### src/rtl/rv_pkg.sv
// Shared RISC-V definitions for the writeback slice: data width, register
// index width and the load funct3 encodings.
package rv_pkg;

  localparam int XLEN  = 32;
  localparam int REG_W = 5;

  localparam logic [2:0] F3_LB  = 3'd0;
  localparam logic [2:0] F3_LH  = 3'd1;
  localparam logic [2:0] F3_LW  = 3'd2;
  localparam logic [2:0] F3_LBU = 3'd4;
  localparam logic [2:0] F3_LHU = 3'd5;

endpackage

### src/rtl/load_extend.sv
// Load data extraction: picks the addressed byte/half out of an aligned
// memory word and sign- or zero-extends it. Unknown funct3 values fall back
// to a full-word load.
module load_extend
  import rv_pkg::*;
#(
  parameter int W = XLEN
) (
  input  logic [2:0]   funct3,
  input  logic [1:0]   addr_lo,
  input  logic [W-1:0] data,
  output logic [W-1:0] ext
);

  logic [7:0]  byte_sel;
  logic [15:0] half_sel;

  // Select the addressed byte and half-word lanes.
  always_comb begin
    byte_sel = data[{addr_lo, 3'b000} +: 8];
    half_sel = addr_lo[1] ? data[16 +: 16] : data[0 +: 16];
  end

  // Extend the selected lane according to the load type.
  always_comb begin
    ext = data;
    case (funct3)
      F3_LB:   ext = {{(W-8){byte_sel[7]}}, byte_sel};
      F3_LBU:  ext = {{(W-8){1'b0}}, byte_sel};
      F3_LH:   ext = {{(W-16){half_sel[15]}}, half_sel};
      F3_LHU:  ext = {{(W-16){1'b0}}, half_sel};
      default: ext = data;
    endcase
  end

endmodule

### src/rtl/writeback_unit.sv
// Writeback stage: arbitrates loads, buffered ALU results and direct ALU
// results onto the single register-file write port. Loads always win; ALU
// results that cannot be written immediately wait in a small FIFO so they
// retire in acceptance order.
module writeback_unit #(
  parameter int FIFO_DEPTH = 4,
  parameter int XLEN       = rv_pkg::XLEN
) (
  input  logic                     clk,
  input  logic                     reset,
  input  logic                     alu_valid,
  output logic                     alu_ready,
  input  logic [rv_pkg::REG_W-1:0] alu_rd,
  input  logic [XLEN-1:0]          alu_data,
  input  logic                     load_valid,
  input  logic [rv_pkg::REG_W-1:0] load_rd,
  input  logic [XLEN-1:0]          load_data,
  input  logic [2:0]               load_funct3,
  input  logic [1:0]               load_addr_lo,
  output logic                     wr_enable,
  output logic [rv_pkg::REG_W-1:0] wr_addr,
  output logic [XLEN-1:0]          wr_data,
  output logic                     busy
);

  import rv_pkg::*;

  localparam int PTR_W = $clog2(FIFO_DEPTH);
  localparam int CNT_W = $clog2(FIFO_DEPTH + 1);

  logic [REG_W-1:0] fifo_rd   [FIFO_DEPTH];
  logic [XLEN-1:0]  fifo_data [FIFO_DEPTH];
  logic [PTR_W-1:0] wptr, rptr;
  logic [CNT_W-1:0] count;

  logic             full, empty;
  logic             alu_xfer, push, pop;
  logic             sel_valid;
  logic [REG_W-1:0] sel_rd;
  logic [XLEN-1:0]  sel_data;
  logic [XLEN-1:0]  load_ext;

  load_extend #(.W(XLEN)) u_load_extend (
    .funct3  (load_funct3),
    .addr_lo (load_addr_lo),
    .data    (load_data),
    .ext     (load_ext)
  );

  assign full      = (count == CNT_W'(FIFO_DEPTH));
  assign empty     = (count == '0);
  assign busy      = !empty;
  // When full, a slot frees up only if the head is popped this cycle.
  assign alu_ready = !full || (!load_valid && !empty);
  assign alu_xfer  = alu_valid && alu_ready;
  assign pop       = !load_valid && !empty;
  // An ALU result goes into the FIFO unless it can bypass straight to the port.
  assign push      = alu_xfer && (load_valid || !empty);

  // Priority mux: load, then FIFO head, then direct ALU bypass.
  always_comb begin
    sel_valid = 1'b0;
    sel_rd    = '0;
    sel_data  = '0;
    if (load_valid) begin
      sel_valid = 1'b1;
      sel_rd    = load_rd;
      sel_data  = load_ext;
    end else if (!empty) begin
      sel_valid = 1'b1;
      sel_rd    = fifo_rd[rptr];
      sel_data  = fifo_data[rptr];
    end else if (alu_xfer) begin
      sel_valid = 1'b1;
      sel_rd    = alu_rd;
      sel_data  = alu_data;
    end
  end

  // FIFO storage; contents need no reset since occupancy gates every read.
  always_ff @(posedge clk) begin
    if (push) begin
      fifo_rd[wptr]   <= alu_rd;
      fifo_data[wptr] <= alu_data;
    end
  end

  // FIFO pointers and occupancy; pointers wrap naturally at the power-of-two depth.
  always_ff @(posedge clk or posedge reset) begin
    if (reset) begin
      wptr  <= '0;
      rptr  <= '0;
      count <= '0;
    end else begin
      if (push) wptr <= wptr + PTR_W'(1);
      if (pop)  rptr <= rptr + PTR_W'(1);
      case ({push, pop})
        2'b10:   count <= count + CNT_W'(1);
        2'b01:   count <= count - CNT_W'(1);
        default: count <= count;
      endcase
    end
  end

  // Registered write port; x0 writes take their slot but never strobe.
  always_ff @(posedge clk or posedge reset) begin
    if (reset) begin
      wr_enable <= 1'b0;
      wr_addr   <= '0;
      wr_data   <= '0;
    end else begin
      wr_enable <= sel_valid && (sel_rd != '0);
      if (sel_valid) begin
        wr_addr <= sel_rd;
        wr_data <= sel_data;
      end
    end
  end

endmodule

### config.mk
export PLATFORM = sky130hd
export DESIGN_NAME = writeback_unit
export DESIGN_NICKNAME = d
export VERILOG_FILES = /design/src/rtl/rv_pkg.sv /design/src/rtl/load_extend.sv /design/src/rtl/writeback_unit.sv
export SDC_FILE = /design/constraint.sdc
export NUM_CORES = 1
export LEC_CHECK = 0
export BUFFER_PORTS_ARGS = -buffer_cell sky130_fd_sc_hd__buf_2
export CAP_MARGIN = 10
export CORE_ASPECT_RATIO = 1.75
export CORE_UTILIZATION = 40
export DETAILED_ROUTE_END_ITERATION = 7
export SYNTH_ARGS = -nofsm -noshare
export SYNTH_HDL_FRONTEND = slang
export SYNTH_SLANG_ARGS = --single-unit
### constraint.sdc
create_clock -name clk -period 2.4 [get_ports clk]
set_input_delay 0.24 -clock clk [delete_from_list [all_inputs] [get_ports clk]]
set_output_delay 0.24 -clock clk [all_outputs]
set_load 0.005 [all_outputs]
==> results.sh <==
export IMPL_outcome="finished, violations left"
export IMPL_failed_checks="DRC"
export IMPL_ios=123
export IMPL_final_period_utilization=0.913
export IMPL_synth_top_cell_area_share=0.531
export IMPL_worst_hold_startpoint="alu_data[29]"
export IMPL_die_height_um=193
export IMPL_timing_slew_headroom=0.603
export IMPL_crit_path_cell_trace="nor3_4 -> inv_1 -> nor2_2 -> nor2_1 -> inv_1 -> ha_1 -> inv_1 -> fa_1 -> xor2_1 -> nor2_1 -> xor2_1"
export IMPL_max_clock_freq_mhz=456
export IMPL_timing_hold_violations_final=0
export IMPL_number_of_gates_resized_after_cts=0
export IMPL_clkLatencyLatePin_ns=0.44
export IMPL_synth_edff_count=148
export IMPL_cp_slowest_stage_delay_ns=0.44
export IMPL_routed_wire_length_per_instance_um=22.5
export IMPL_worst_r2r_cell_count=11
export IMPL_mappedNetlistArea_sq_mm=0.00837
export IMPL_tightest_slew_ns=0.595
export IMPL_synth_area_top_cells="sky130_fd_sc_hd__edfxtp_1, sky130_fd_sc_hd__dfrtp_1, sky130_fd_sc_hd__mux4_2"
export IMPL_detail_route_antenna_nets=0
export IMPL_power_density_cell_area_mw_per_mm2=1090
export IMPL_place_detailed_hpwl_um=15100
export IMPL_reg2reg_from="count[0]$_DFFE_PP0P_"
export IMPL_hold_path_end="fifo_data[2][29]$_DFFE_PP_"
export IMPL_clock_tree_htree_level_count=4
export IMPL_timing_max_transition_violations_final=0
export IMPL_slowest_cp_cell="sky130_fd_sc_hd__dfrtp_1"
export IMPL_cts_reportedPaths_clkPinSlew_ns=0.08
export IMPL_total_global_route_track_usage=0.211
export IMPL_postSynth_asyncResetShare=0.233
export IMPL_post_cts_buffers=0
export IMPL_synth_lib_cells_used_distinct=45
export IMPL_cp_max_fo=4
export IMPL_worst_reg2reg_endpoint="count[2]$_DFFE_PP0P_"
export IMPL_max_cap_viol_count=0
export IMPL_grt_pass1_wl_um=33500
export IMPL_fp_dieArea_sq_mm=0.0215
export IMPL_via_per_inst=5.62
export IMPL_placedCellCount=928
export IMPL_vias=5399
export IMPL_final_seq_area_sq_mm=0.00557
export IMPL_post_route_min_period_ns=2.19
export IMPL_finalSetupTns_ns=0
export IMPL_timing_worst_setup_path_type="flip-flop to flip-flop"
export IMPL_totalPowerFinal_mw=10.8
export IMPL_multi_input_area_sq_mm=0.00259
export IMPL_detail_route_iter0_violations=379
export IMPL_worstHoldPathType="primary input to flip-flop"
export IMPL_critical_path_required_ns=2.75
export IMPL_synthesis_yosys_warnings=0
export IMPL_area_growth_pct=18.5
export IMPL_clock_sink_count=193
export IMPL_ys_seq_area_frac=0.665
export IMPL_grt_overflow_total=0
export IMPL_path_buf_inv=3
export IMPL_worst_clock_skew_ns=0.0108
export IMPL_finalWirelength_um=21700
export IMPL_syn_inst=569
export IMPL_synth_top_area_cell="sky130_fd_sc_hd__edfxtp_1"
export IMPL_cts_tree="done"
export IMPL_initial_utilization=0.411
export IMPL_yosys_register_bits=193
export IMPL_num_fill_cells=1795
export IMPL_layout_nets=789
export IMPL_timing_critical_path_arrival_ns=2.54
export IMPL_grt_setup_unrepaired="no"
export IMPL_detail_route_drc_violations=16
export IMPL_antenna_violations_before_repair=0
export IMPL_postSynth_topFlopCell="sky130_fd_sc_hd__edfxtp_1"
export IMPL_diode_count=0
export IMPL_worstSetupEndpointType="flip-flop"
export IMPL_port_buffers=122
export IMPL_crit_path_start_kind="flip-flop"
export IMPL_timing_critical_path_mode_cell="sky130_fd_sc_hd__inv_1"
export IMPL_place_congestion=0.804
export IMPL_irDropWorstVdd_uv=617
export IMPL_syn_num_nets=658
export IMPL_first_global_vias=5737
export IMPL_drt_first_pass_iters=7
export IMPL_finish_cell_count_without_fillers=961
export IMPL_fp_row_count=69
export IMPL_r2r_setup_slack_ns=0.21
export IMPL_cpLargestDelayFamily="adder cells"
export IMPL_setup_viol=0
export IMPL_hold_depth=1
export IMPL_power_static_leakage_nw=3.74
export IMPL_cts_buffers_inserted=17
export IMPL_layout_drive_gt1_share=0.320
export IMPL_cts_buffer_depth=2
export IMPL_design_core_area_sq_mm=0.0204
export IMPL_maximum_number_of_pins_on_one_net_before_global_route_repair=34
export IMPL_cts_root_buffer="sky130_fd_sc_hd__clkbuf_16"
export IMPL_mean_instance_size_in_the_synthesized_netlist_sq_um=14.7
export IMPL_die_width_um=111
## where the power goes
part           internal (mW)  switching (mW)  leakage, nW
clock network           1.36            1.29        0.263
registers               4.52           0.455         1.89
logic                   1.50            1.70         1.59
## area by class of cell
class | count | share of cell area
Sequential cell | 193 | 0.562
Multi-Input combinational cell | 331 | 0.261
Timing Repair Buffer | 146 | 0.0863
Clock buffer | 18 | 0.0433
Tap cell | 248 | 0.0313
Clock inverter | 14 | 0.0121
Inverter | 11 | 0.00416
## flip-flops by register name (all words and copies together), names as in the netlist
name       cells
rptr           2
count          3
wptr           2
wr_addr        5
fifo_data    128
wr_enable      1
wr_data       32
fifo_rd       20
## timing repair
item                       4_1_cts  5_1_grt
hold buffers                     1        0
hold endpoints to repair        23        0
setup endpoints to repair        0        0
## logic make-up (layout without fill, tap and decap cells)
| logic type | Yosys count | after routing | synth area share |
|---|---|---|---|
| muxes | 46 | 46 | 0.113 |
| DFF | 193 | 193 | 0.665 |
| AOI/OAI and AO/OA | 121 | 121 | 0.0940 |
| buffers and inverters | 45 | 189 | 0.0251 |
| adders and majority gates | 6 | 6 | 0.00986 |
| and+or+nand+nor | 152 | 152 | 0.0868 |
| xor gates and xnor gates | 6 | 6 | 0.00628 |
## cell usage after synthesis, drive strengths merged, types with 7 or more instances
cell type / number
a31oi: 24
inv: 11
nand2b: 14
nor2b: 11
a221oi: 8
nor2: 48
dfrtp: 45
o21ai: 50
edfxtp: 148
clkbuf: 18
a21oi: 20
o221ai: 7
nand2: 49
mux4: 38
buf: 16
and2: 21
## through the flow
stage	instance area [sq um]	util	worst slack, ns	hold slack, ns
after global routing	9920	0.487	0.0590	0.0177
final	9920	0.487	0.209	0.0335
after floorplan	8370	-	0.0866	0.339
after CTS	9920	0.487	0.210	0.0166
after detailed placement	9360	0.460	0.226	0.345
after global placement	9360	0.460	0.381	0.333
## placed cells by master, fill, tap and decap left out, types with 3 or more instances in the layout
cell type,instances
sky130_fd_sc_hd__nor2b_1,10
sky130_fd_sc_hd__clkbuf_16,17
sky130_fd_sc_hd__ha_1,5
sky130_fd_sc_hd__and2_1,21
sky130_fd_sc_hd__nand2_1,49
sky130_fd_sc_hd__clkinvlp_4,3
sky130_fd_sc_hd__inv_6,7
sky130_fd_sc_hd__o21ai_1,3
sky130_fd_sc_hd__nand2b_1,14
sky130_fd_sc_hd__edfxtp_1,148
sky130_fd_sc_hd__dfrtp_1,44
sky130_fd_sc_hd__a31oi_1,24
sky130_fd_sc_hd__mux4_2,38
sky130_fd_sc_hd__a221oi_1,5
sky130_fd_sc_hd__mux2i_1,6
sky130_fd_sc_hd__a221oi_2,3
sky130_fd_sc_hd__o21ai_0,47
sky130_fd_sc_hd__buf_12,5
sky130_fd_sc_hd__inv_1,10
sky130_fd_sc_hd__xor2_1,3
sky130_fd_sc_hd__o221ai_1,7
sky130_fd_sc_hd__nor2_1,46
sky130_fd_sc_hd__a21o_1,6
sky130_fd_sc_hd__buf_2,122
sky130_fd_sc_hd__a21oi_1,18
sky130_fd_sc_hd__buf_4,18
sky130_fd_sc_hd__xnor2_1,3
## layer usage
metal / share of wire / track usage
met5: 0 / 0
met4: 0.027 / 0.0931
met3: 0.043 / 0.0401
met2: 0.53 / 0.366
met1: 0.40 / 0.254
## worst max path at each step
stage	start	end	slack, ns	depth (start not counted)
6_report	count[0]$_DFFE_PP0P_	count[2]$_DFFE_PP0P_	0.21	11
5_1_grt	count[0]$_DFFE_PP0P_	count[2]$_DFFE_PP0P_	0.06	11
4_1_cts	count[0]$_DFFE_PP0P_	count[2]$_DFFE_PP0P_	0.21	11
3_5_place_dp	count[0]$_DFFE_PP0P_	count[2]$_DFFE_PP0P_	0.23	11
3_3_place_gp	load_addr_lo[1]	wr_data[20]$_DFFE_PP0P_	0.38	7
2_1_floorplan	count[0]$_DFFE_PP0P_	fifo_data[2][0]$_DFFE_PP_	0.09	5
Note: power is estimated with default switching activity, not from simulation.
